**src/rtl/bp_pkg.sv**
```systemverilog
// Shared types and constants for the branch predictor slice.
// Opcode, default sizes, 2-bit counter encodings, queue entry.
package bp_pkg;

  localparam logic [6:0] OPCODE_BRANCH = 7'b1100011;
  localparam int IDX_W_DEF   = 4;
  localparam int Q_DEPTH_DEF = 4;
  localparam int IDX_MAX     = 16;

  typedef enum logic [1:0] {
    SNT = 2'b00,
    WNT = 2'b01,
    WT  = 2'b10,
    ST  = 2'b11
  } ctr_e;

  // idx is sized for the widest supported table; unused upper bits are 0
  typedef struct packed {
    logic [IDX_MAX-1:0] idx;
    logic               pred;
  } bp_entry_t;

  function automatic logic [1:0] ctr_next(
    input logic [1:0] c,
    input logic       taken
  );
    logic [1:0] n;
    n = c;
    if (taken) begin
      if (c != ST) n = c + 2'd1;
    end else begin
      if (c != SNT) n = c - 2'd1;
    end
    return n;
  endfunction

endpackage

```
**src/rtl/bp_queue.sv**
```systemverilog
// In-flight prediction FIFO with pointer-compare full/empty.
// Ports: clk, rst_n, i_push/i_pop/i_clear, i_data, o_data, o_full, o_empty, o_count.
module bp_queue
  import bp_pkg::*;
#(
  parameter int DEPTH = Q_DEPTH_DEF
) (
  input  logic                     clk,
  input  logic                     rst_n,
  input  logic                     i_push,
  input  logic                     i_pop,
  input  logic                     i_clear,
  input  bp_entry_t                i_data,
  output bp_entry_t                o_data,
  output logic                     o_full,
  output logic                     o_empty,
  output logic [$clog2(DEPTH):0]   o_count
);

  localparam int AW = $clog2(DEPTH);

  logic [AW:0] r_wr;
  logic [AW:0] r_rd;
  bp_entry_t   r_mem [DEPTH];

  assign o_empty = (r_wr == r_rd);
  assign o_full  = (r_wr[AW] != r_rd[AW]) &&
                   (r_wr[AW-1:0] == r_rd[AW-1:0]);
  assign o_count = r_wr - r_rd;
  assign o_data  = r_mem[r_rd[AW-1:0]];

  always_ff @(posedge clk or negedge rst_n) begin
    if (!rst_n) begin
      r_wr <= '0;
      r_rd <= '0;
    end else begin
      if (i_push) r_wr <= r_wr + 1'b1;
      // clear drops everything still queued, including the head being popped
      if (i_clear)     r_rd <= r_wr;
      else if (i_pop)  r_rd <= r_rd + 1'b1;
    end
  end

  always_ff @(posedge clk) begin
    if (i_push) r_mem[r_wr[AW-1:0]] <= i_data;
  end

endmodule

```
**src/rtl/branch_predictor.sv**
```systemverilog
// Bimodal 2-bit predictor with in-flight queue and mispredict flush.
// Ports: fetch (if_*), prediction/bp_stall, resolve (res_*), mispredict, res_err, mispredict_cnt.
module branch_predictor
  import bp_pkg::*;
#(
  parameter int IDX_W   = IDX_W_DEF,
  parameter int Q_DEPTH = Q_DEPTH_DEF
) (
  input  logic        clk,
  input  logic        rst_n,
  input  logic        if_valid,
  input  logic [31:0] if_pc,
  input  logic [31:0] if_inst,
  output logic        prediction,
  output logic        bp_stall,
  input  logic        res_valid,
  input  logic        res_taken,
  output logic        mispredict,
  output logic        res_err,
  output logic [15:0] mispredict_cnt
);

  localparam int NE = 1 << IDX_W;
  localparam int QW = $clog2(Q_DEPTH);

  logic [1:0]       r_bht [NE];
  logic             r_err;
  logic [15:0]      r_mp_cnt;

  logic             w_branch;
  logic [IDX_W-1:0] w_idx;
  logic [IDX_W-1:0] w_head_idx;
  logic             w_res;
  logic             w_mp;
  logic             w_stall;
  logic             w_pred;
  logic             w_push;
  logic             w_full;
  logic             w_empty;
  logic [QW:0]      w_count;
  bp_entry_t        w_entry;
  bp_entry_t        w_head;
  logic             w_unused;

  assign w_branch   = if_valid && (if_inst[6:0] == OPCODE_BRANCH);
  assign w_idx      = if_pc[IDX_W+1:2];
  assign w_head_idx = w_head.idx[IDX_W-1:0];

  assign w_res   = res_valid && !w_empty;
  assign w_mp    = w_res && (res_taken != w_head.pred);
  // a same-cycle pop frees the slot the stalled fetch needs
  assign w_stall = w_branch && w_full && !w_res;
  assign w_pred  = w_branch && !w_stall && r_bht[w_idx][1];
  assign w_push  = w_branch && !w_stall && !w_mp;

  assign w_entry.idx  = IDX_MAX'(w_idx);
  assign w_entry.pred = w_pred;

  bp_queue #(
    .DEPTH (Q_DEPTH)
  ) u_queue (
    .clk     (clk),
    .rst_n   (rst_n),
    .i_push  (w_push),
    .i_pop   (w_res),
    .i_clear (w_mp),
    .i_data  (w_entry),
    .o_data  (w_head),
    .o_full  (w_full),
    .o_empty (w_empty),
    .o_count (w_count)
  );

  always_ff @(posedge clk or negedge rst_n) begin
    if (!rst_n) begin
      for (int i = 0; i < NE; i++) r_bht[i] <= WNT;
    end else if (w_res) begin
      r_bht[w_head_idx] <= ctr_next(r_bht[w_head_idx], res_taken);
    end
  end

  always_ff @(posedge clk or negedge rst_n) begin
    if (!rst_n) begin
      r_err    <= 1'b0;
      r_mp_cnt <= '0;
    end else begin
      r_err <= res_valid && w_empty;
      if (w_mp && (r_mp_cnt != 16'hFFFF)) r_mp_cnt <= r_mp_cnt + 16'd1;
    end
  end

  assign prediction     = w_pred;
  assign bp_stall       = w_stall;
  assign mispredict     = w_mp;
  assign res_err        = r_err;
  assign mispredict_cnt = r_mp_cnt;

  assign w_unused = ^{if_pc[31:IDX_W+2], if_pc[1:0], if_inst[31:7],
                      w_head.idx[IDX_MAX-1:IDX_W], w_count};

endmodule

```
**config.mk**
```make
export PLATFORM = sky130hd
export DESIGN_NAME = branch_predictor
export DESIGN_NICKNAME = d
export VERILOG_FILES = /design/src/rtl/bp_pkg.sv /design/src/rtl/bp_queue.sv /design/src/rtl/branch_predictor.sv
export SDC_FILE = /design/constraint.sdc
export NUM_CORES = 1
export LEC_CHECK = 0
export ABC_AREA = 1
export CELL_PAD_IN_SITES_DETAIL_PLACEMENT = 1
export CELL_PAD_IN_SITES_GLOBAL_PLACEMENT = 1
export CORE_AREA = 2 2 104 106
export CTS_BUF_LIST = sky130_fd_sc_hd__clkbuf_2 sky130_fd_sc_hd__clkbuf_4 sky130_fd_sc_hd__clkbuf_8
export DETAILED_ROUTE_END_ITERATION = 12
export DIE_AREA = 0 0 106 108
export MAX_ROUTING_LAYER = met4
export PLACE_DENSITY = 0.95
export SLEW_MARGIN = 20
export SYNTH_ARGS = -nofsm -noshare
export SYNTH_HDL_FRONTEND = slang
export SYNTH_SLANG_ARGS = --single-unit
```
**constraint.sdc**
```tcl
create_clock -name clk -period 5.8 [get_ports clk]
set_clock_uncertainty 0.1 [all_clocks]
set_input_delay 1.16 -clock clk [delete_from_list [all_inputs] [get_ports clk]]
set_output_delay 1.16 -clock clk [all_outputs]
set_load 0.03 [all_outputs]
```
==> After elaboration in Yosys (flattened, before gate mapping) <==
Memories as Yosys holds them, arrays and structs flattened.
Cells that the tools add are included.
W data, S select, Z words.
{ "totals": {"ff_bits": 55, "latchBits": 0, "ram_bits": 20, "romBits": 0, "in_bits": 69, "output_inout_bits": 20, "word_cells": 73, "memories": 1} }
{ "op_classes": {"n_addsub": 5, "multipliers": 0, "div_mod_pow": 0, "n_lt_le_gt_ge": 3, "eq_ne": 7, "shift": 0, "muxes": 17, "bitwise": 2, "n_reduce_logical": 18} }
{ "memory_table": {"columns": ["memory", "words", "word_bits", "read_ports", "rd_clocked_by_memory_dff", "wr", "line", "text"], "rows": [
  ["u_queue.r_mem", 4, 5, 1, 0, 1, "bp_queue.sv:24", "bp_entry_t r_mem [DEPTH];"]
]} }
{ "op_table": {"columns": ["cell", "count"], "rows": [
  ["$bwmux W32", 1],
  ["$mux W2", 9],
  ["$add A16 B1 Y16 const B", 1],
  ["$bmux W2 S4", 2],
  ["$ne A16 B16 Y1 const B", 1],
  ["$logic_and A1 B1 Y1", 12],
  ["$ge A5 B5 Y1 const B", 2],
  ["$not A4 Y5", 2],
  ["$demux W2 S4", 1],
  ["$eq A7 B7 Y1 const B", 1],
  ["$add A3 B1 Y3 const B", 2],
  ["$mux W3", 2],
  ["$lt A5 B1 Y1 const B", 1],
  ["$logic_not A1 Y1", 4],
  ["$reduce_bool A2 Y1", 2],
  ["$eq A3 B3 Y1", 1],
  ["$add A2 B1 Y2 const B", 1],
  ["$eq A2 B2 Y1", 1],
  ["$mux W1", 2],
  ["$ne A1 B1 Y1", 2],
  ["$ne A2 B2 Y1 const B", 1],
  ["$sub A2 B1 Y2 const B", 1]
]} }

==> Logic depth before layout (Yosys ltp) <==
Gate-level depths: netlist (run 1).
{ "logic_depth": {"word_depth": 10, "mapped_depth": 18, "depth_no_buf": 15} }

==> Cells and area by module <==
A second synthesis (run 1) with hierarchy kept.
{ "unflattened": {"hier_cells": 746, "hier_area_um2": 6229.7} }
{ "modules_own_cells": {"columns": ["module", "instances", "cells_each", "area_per_inst_um2", "seq_area_each_um2"], "rows": [
  ["bp_queue", 1, 335, 3368.2, 2192.1],
  ["branch_predictor", 1, 411, 2861.5, 1246.2]
]} }

==> Least setup slack after synthesis (run 1) <==
Ideal clock, no wire load.
{ "synth_timing": {"path_type": "input to output", "from": "in if_pc[2]", "to": "out prediction", "arrival_ns": 2.384, "required_ns": 4.540, "path_slack_ns": 2.156, "path_stages": 6, "path_buffers": 1, "cell_sequence": "clkbuf_1 a21oi_1 a21oi_1 a211o_1 nand2_1 a31oi_1"} }
{ "synth_via": {"elab_chain_len": 5} }
{ "synth_rtl": {"columns": ["item", "line", "text"], "rows": [
  ["start: declaration", "branch_predictor.sv:12", "input logic [31:0] if_pc,"],
  ["$not A4 Y5 (not written as such)", "branch_predictor.sv:53", "assign w_pred = w_branch && !w_stall && r_bht[w_idx][1];"],
  ["$bmux W2 S4", "branch_predictor.sv:53", null],
  ["$mux W2 (not written as such) (2 in series)", "branch_predictor.sv:53", null],
  ["$logic_and A1 B1 Y1", "branch_predictor.sv:53", null],
  ["end: declaration", "branch_predictor.sv:14", "output logic prediction,"]
]} }
Every way passes these cells. The select of a mux whose other input is x is not followed.

==> Worst setup path after layout (run 1) <==
Ends and elaborated chain as after synthesis.

==> results of run 1 <==
[synth_stat cells, types with 2 or more instances]
cell | number | area share
sky130_fd_sc_hd__o21ai_0 | 18 | 0.022
sky130_fd_sc_hd__inv_1 | 66 | 0.060
sky130_fd_sc_hd__nand2_2 | 6 | 0.0091
sky130_fd_sc_hd__xnor2_1 | 7 | 0.015
sky130_fd_sc_hd__buf_4 | 5 | 0.0091
sky130_fd_sc_hd__buf_6 | 3 | 0.0082
sky130_fd_sc_hd__nand3b_1 | 7 | 0.013
sky130_fd_sc_hd__nor3_1 | 6 | 0.0073
sky130_fd_sc_hd__a21oi_1 | 11 | 0.013
sky130_fd_sc_hd__nand2_1 | 196 | 0.18
sky130_fd_sc_hd__nand4_1 | 4 | 0.0061
sky130_fd_sc_hd__nor2_1 | 43 | 0.039
sky130_fd_sc_hd__xor2_1 | 13 | 0.028
sky130_fd_sc_hd__ha_1 | 6 | 0.018
sky130_fd_sc_hd__nand3_1 | 36 | 0.044
sky130_fd_sc_hd__a22oi_1 | 2 | 0.0037
sky130_fd_sc_hd__edfxtp_1 | 20 | 0.15
sky130_fd_sc_hd__inv_2 | 2 | 0.0018
sky130_fd_sc_hd__dfrtp_1 | 39 | 0.24
sky130_fd_sc_hd__dfstp_2 | 16 | 0.10
sky130_fd_sc_hd__nand3_4 | 2 | 0.0085
[logic make-up after synthesis]
| logic type | after synthesis | synth area share |
|---|---|---|
| buffers and inverters | 79 | 0.0825 |
| flip-flops | 75 | 0.486 |
| XOR/XNOR | 20 | 0.0426 |
| adder cells (fa/ha/maj) | 6 | 0.0183 |
| AND/OR/NAND/NOR | 306 | 0.319 |
| AO/OA/AOI/OAI | 37 | 0.0518 |
[sequential cells by signal, summed over array words and instances (netlist names)]
signal	cells
u_queue.r_rd	3
mispredict_cnt	16
u_queue.r_wr	3
r_bht	32
u_queue.r_mem	20
res_err	1
[cell type report]
type | count | area share
inverter | 69 | 0.0547
timing repair buffer | 37 | 0.0760
tap | 136 | 0.0359
sequential | 75 | 0.421
multi-input combinational | 369 | 0.374
clock buffer | 10 | 0.0277
clock inverter | 6 | 0.0100
[tightest hold or removal path, cell delays in order (launching register included)]
cell and delay [ns]:
sky130_fd_sc_hd__dfstp_2 0.37, sky130_fd_sc_hd__nand2_1 0.05, sky130_fd_sc_hd__nand2_1 0.05
[worst max-delay path by stage]
stage	cells past startpoint	end
global placement	8	prediction
CTS	8	prediction
detailed placement	8	prediction
finish	9	prediction
global route	9	prediction
floorplan	6	prediction
[metal layers]
metal,up-vias,share of wire,track usage
met5,-,0,-
met4,0,0.026,0.0987
met3,23,0.028,0.0241
met2,96,0.53,0.407
met1,1857,0.42,0.264
li1,1708,-,-
[through the flow]
step	utilization	setup WS (ns)	power [mW]	instance area, sq um	instances
floorplan	-	2.16	1.78	4110	523
global placement	0.446	0.792	2.03	4560	686
detailed placement	0.446	0.589	2.12	4560	686
CTS	0.463	0.506	2.54	4740	702
global route	0.463	0.380	2.72	4740	702
finish	0.463	0.549	2.55	4740	702
[power groups by stage]
stage / registers (mW) / logic (mW) / clock network [mW]
2_1_floorplan: 0.844 / 0.932 / 0
3_3_place_gp: 0.833 / 1.19 / 0
3_5_place_dp: 0.850 / 1.27 / 0
4_1_cts: 0.842 / 1.31 / 0.385
5_1_grt: 0.862 / 1.45 / 0.409
6_report: 0.845 / 1.32 / 0.383
==> results.md, run 1 <==
* Detailed-route wire length per cell at 17.3 um
* Required time worst endpoint at 4.54 ns
* Worst reg2reg path startpoint: u_queue.r_rd[0]
* Launch instance of the worst min-delay path: r_bht[2]
* Total number of clock tree sinks at 75
* Die boundary height at 108 um
* Vias in the first global route at 3946
* Tightest Pin Transition at 0.727 ns
* Count of fill cells added during filler insertion at 1270
* R2R cell count at 14
* Hold violation total from the final report at 0
* Clock insertion delay at the later pin of the skew report at 0.37 ns
* Clock transition at the register clock pins on the worst setup and hold paths after CTS at 0.07 ns
* Most frequent cells in the layout: sky130_fd_sc_hd__nand2_1 (196), sky130_fd_sc_hd__inv_1 (66), sky130_fd_sc_hd__nor2_1 (43)
* Via Count at 3684
* Clock network fraction of design power at 0.150
* Delay of the slowest cell on the worst path at 0.92 ns
* Layout overhead on the synthesized area at 15.3%
* Core area at 0.0102 sq mm
* Standard-cell rows at 37
* Combinational power share at 0.518
* I/O Pins at 89
* Warnings, synthesis at 0
* Wire length of the first global-routing pass at 20000 um
* Number of buffer and inverter instances along the worst setup path at 2
* Count of maximum capacitance violations at 0
* FF+latch count, synth at 75
* Hold Path End: r_bht[2]
* Post-route fraction of the period consumed by the critical path at 0.905
* Effective utilization at floorplan at 0.402
* Number of cells traversed by the worst hold path at 2
* Net Sw Frac at 0.509
* Number of pins exceeding their max-slew limit in the final report at 0
* Portion of total power attributed to sequential cells at 0.332
* Internal Pwr Total at 1.25 mW
* Total net switching power at 1.30 mW
* Clock tree from TritonCTS: yes
* Die width at 106 um
* Congestion Overflow GR at 0
* Worst-case vdd ir drop at 0.000258 V
* Worst hold margin at 0.371 ns
* Proportion of layout cells with a drive suffix above 1 at 0.0883
* Post-detailed-route count of antenna-violating nets at 0
* Sequential cell area fraction in the yosys report at 0.486
* Static leakage at 2.18 nW
* Combined area of the multi-input logic cells at 0.00177 sq mm
* Avg Vias per Cell at 5.25
* Unrepaired setup endpoints after global routing: false
* Number of buffers inserted during clock tree synthesis at 9
* Post-CTS setup buffer count at 0
* Run status: finished clean
* Worst slew margin at 0.515
* Slowest cell on the critical path: sky130_fd_sc_hd__clkdlybuf4s50_1
* Asr flop ratio synth at 0.733
* CP startpoint: if_pc[2]
* Leading cell type in the layout, fill and taps excluded: sky130_fd_sc_hd__nand2_1
* Max Root-Sink Buffers at 2
* Number of nets in the layout at 636
* Fmax achieved at 190 MHz
* Number of buffers inserted by hold repair at cts at 0
* Pwr dens at 538 mW/mm^2
* Syn Nets at 598
* R2r endpoint: r_bht[7]
* RePlAce Congestion at 0.809
* Crit path kind: primary input to output port
* Startpoint kind of the worst setup timing path: primary input
* Primary flip-flop cell chosen by synthesis mapping: sky130_fd_sc_hd__dfrtp_1
* Initial antenna violation count at 0
* Quantity of I/O buffers inserted on ports at 35
* Detail Placement HPWL at 8390 um
* Minimum setup slack among reg-to-reg paths at 2.34 ns
* Worst path arrival time at 3.99 ns
* CP top delay family: buffers and inverters
* Post_cts resized at 0
* Hold WC Path Type: register to register
* Cell variety after synth at 36
* Final routed wirelength across all metal layers at 12100 um
* # H-tree levels at 3
* Area of all sequential standard cells at 0.00200 sq mm
* Highest net fanout along the worst path at 20
* Total Neg Setup Slack at 0 ns
* Largest net degree at the start of global routing at 56
* Cell chain of the critical path: clkdlybuf4s50_1, a21oi_1, o21ai_0, nand2_1, nor2_1, a211o_1, nand2_1, a31oi_1, clkdlybuf4s50_1
* Cell at the root of the clock tree: sky130_fd_sc_hd__clkbuf_8
* Number of flops mapped to enable cells by yosys at 20
* Post-layout minimum cycle time at 5.25 ns
* Area of the die at 0.0114 sq mm
* Number of standard cells after synthesis at 523
* Drt first-iter violations at 221
* # DRC at 0
* Antenna Cells at 0
* Category of the worst setup path capture point: output port
* Total setup violations reported at the end of the flow at 0
* Post-synth design cell area at 0.00411 sq mm
* Pre-antenna DRT Iters at 4
* Post-Syn Area per Cell at 7.86 sq um
* Global-route usage over all layers at 0.229
Power figures use the tool's default switching activity.
==> inputs of run 2 (changes only) <==
--- a/config.mk
+++ b/config.mk
@@ -13,7 +13,7 @@
 export DETAILED_ROUTE_END_ITERATION = 12
 export DIE_AREA = 0 0 106 108
 export MAX_ROUTING_LAYER = met4
-export PLACE_DENSITY = 0.95
+export PLACE_DENSITY_LB_ADDON = 0.1
 export SLEW_MARGIN = 20
 export SYNTH_ARGS = -nofsm -noshare
 export SYNTH_HDL_FRONTEND = slang
==> results.md, run 2 (synthesized netlist as in run 1, its figures left out) <==
* Total setup violations reported at the end of the flow at 0
* Core area at 0.0102 sq mm
* Detail Placement HPWL at 8020 um
* Hold violation total from the final report at 0
* Cell chain of the critical path: clkdlybuf4s50_1, o21ai_0, a21oi_1, a21oi_1, a211o_1, nand2_1, a31oi_1, clkdlybuf4s50_1
* Tightest Pin Transition at 0.751 ns
* Number of buffers inserted by hold repair at cts at 0
* Effective utilization at floorplan at 0.402
* Layout overhead on the synthesized area at 16.0%
* Pwr dens at 533 mW/mm^2
* Count of fill cells added during filler insertion at 1262
* Run status: finished clean
* Quantity of I/O buffers inserted on ports at 35
* Pre-antenna DRT Iters at 4
* Number of pins exceeding their max-slew limit in the final report at 0
* Register containing the most flip-flops in the final layout: r_bht
* # H-tree levels at 3
* R2R cell count at 14
* Initial antenna violation count at 0
* Static leakage at 2.20 nW
* Hold Path End: r_bht[20]
* Worst path arrival time at 3.97 ns
* Global-route usage over all layers at 0.220
* Clock transition at the register clock pins on the worst setup and hold paths after CTS at 0.08 ns
* Number of cells traversed by the worst hold path at 2
* Cell at the root of the clock tree: sky130_fd_sc_hd__clkbuf_8
* Highest net fanout along the worst path at 20
* Die width at 106 um
* Flip-flop count of the largest register after layout at 32
* Congestion Overflow GR at 0
* Standard-cell rows at 37
* Post-detailed-route count of antenna-violating nets at 0
* Unrepaired setup endpoints after global routing: false
* RePlAce Congestion at 0.783
* R2r endpoint: r_bht[27]
* Number of buffers inserted during clock tree synthesis at 9
* Leading cell type in the layout, fill and taps excluded: sky130_fd_sc_hd__nand2_1
* Fmax achieved at 191 MHz
* Post-route fraction of the period consumed by the critical path at 0.902
* Number of nets in the layout at 636
* Via Count at 3512
* Worst reg2reg path startpoint: u_queue.r_rd[0]
* Most frequent cells in the layout: sky130_fd_sc_hd__nand2_1 (196), sky130_fd_sc_hd__inv_1 (66), sky130_fd_sc_hd__nor2_1 (43)
* Die boundary height at 108 um
* Number of buffer and inverter instances along the worst setup path at 2
* Launch instance of the worst min-delay path: r_bht[20]
* Startpoint kind of the worst setup timing path: primary input
* # DRC at 0
* Fraction of the core area covered by cells at the end of the flow at 0.466
* Final routed wirelength across all metal layers at 11200 um
* Category of the worst setup path capture point: output port
* Max Root-Sink Buffers at 2
* Drt first-iter violations at 131
* Largest net degree at the start of global routing at 56
* Detailed-route wire length per cell at 15.9 um
* Required time worst endpoint at 4.54 ns
* Worst-case vdd ir drop at 0.000224 V
* Proportion of layout cells with a drive suffix above 1 at 0.0848
* Crit path kind: primary input to output port
* Post_cts resized at 0
* Avg Vias per Cell at 5.00
* I/O Pins at 89
* Minimum setup slack among reg-to-reg paths at 2.51 ns
* Post-layout minimum cycle time at 5.23 ns
* Hold WC Path Type: register to register
* Delay of the slowest cell on the worst path at 0.78 ns
* Count of maximum capacitance violations at 0
* Post-CTS setup buffer count at 0
* Antenna Cells at 0
* Total Neg Setup Slack at 0 ns
* CP top delay family: buffers and inverters
* Clock insertion delay at the later pin of the skew report at 0.35 ns
* Area of the die at 0.0114 sq mm
* Clock tree from TritonCTS: yes
* Total number of clock tree sinks at 75
* Slowest cell on the critical path: sky130_fd_sc_hd__clkdlybuf4s50_1
* Worst slew margin at 0.499
* Vias in the first global route at 3699
* Wire length of the first global-routing pass at 18800 um
-- run 2: changes by cell type in the layout (fill, tap and decap cells not counted), sizes merged --
| cell | delta |
|---|---|
| clkbuf | -1 |
| clkinvlp | -2 |
| clkinv | +5 |
| bufinv | +2 |
| inv | -4 |
-- run 2: cell type report --
class	instances	area, sq um	area share
inverters	69	259	0.0543
clock buffers	9	124	0.0260
clock inverters	7	82.6	0.0173
multi-input cells	369	1770	0.372
well taps	136	170	0.0357
flip-flops and latches	75	2000	0.419
repair buffers	37	360	0.0756
-- run 2: per-stage QoR --
| stage | instances | hold slack, ns | cell area, sq um | setup slack [ns] | total power [mW] |
|---|---|---|---|---|---|
| final | 702 | 0.368 | 4770 | 0.567 | 2.54 |
| after global routing | 702 | 0.389 | 4770 | 0.299 | 2.76 |
| after CTS | 702 | 0.373 | 4770 | 0.549 | 2.56 |
| after detailed placement | 686 | 0.359 | 4560 | 0.558 | 2.12 |
| after global placement | 686 | 0.355 | 4560 | 0.666 | 2.09 |
| after floorplan | 523 | 0.344 | 4110 | 2.16 | 1.78 |
-- run 2: metal layers --
layer	track usage	wire length (um)	share of wire
met5	-	0	0
met2	0.357	5440	0.49
met1	0.283	5230	0.47
met3	0.0283	338	0.030
met4	0.0827	173	0.015
-- run 2: report_power, final --
group / internal [mW] / switching, mW / total (mW)
Clock: 0.237 / 0.193 / 0.430
Sequential: 0.711 / 0.124 / 0.835
Combinational: 0.372 / 0.904 / 1.28
Total: 1.32 / 1.22 / 2.54
-- run 2: worst register-to-register path, stage by stage (launching register included) --
cell                      delay, ns
sky130_fd_sc_hd__dfrtp_1       0.69
sky130_fd_sc_hd__inv_2         0.23
sky130_fd_sc_hd__nand2_1       0.11
sky130_fd_sc_hd__nand3_1       0.08
sky130_fd_sc_hd__nand2_1       0.39
sky130_fd_sc_hd__inv_1         0.26
sky130_fd_sc_hd__nand2_1       0.12
sky130_fd_sc_hd__nand2_1       0.06
sky130_fd_sc_hd__nand2_1       0.06
sky130_fd_sc_hd__nand2_1       0.10
sky130_fd_sc_hd__o21ai_4       0.51
sky130_fd_sc_hd__nand2_2       0.12
sky130_fd_sc_hd__nand2_4       0.24
sky130_fd_sc_hd__nand2_1       0.10
sky130_fd_sc_hd__nand2_1       0.07
-- run 2: worst max path at each step --
| stage | startpoint | end | slack [ns] | cells past startpoint |
|---|---|---|---|---|
| floorplan | if_pc[2] | prediction | 2.16 | 6 |
| global placement | if_pc[2] | prediction | 0.67 | 8 |
| detailed placement | if_pc[2] | prediction | 0.56 | 8 |
| CTS | if_pc[2] | prediction | 0.55 | 8 |
| global route | if_pc[2] | prediction | 0.30 | 8 |
| finish | if_pc[2] | prediction | 0.57 | 8 |
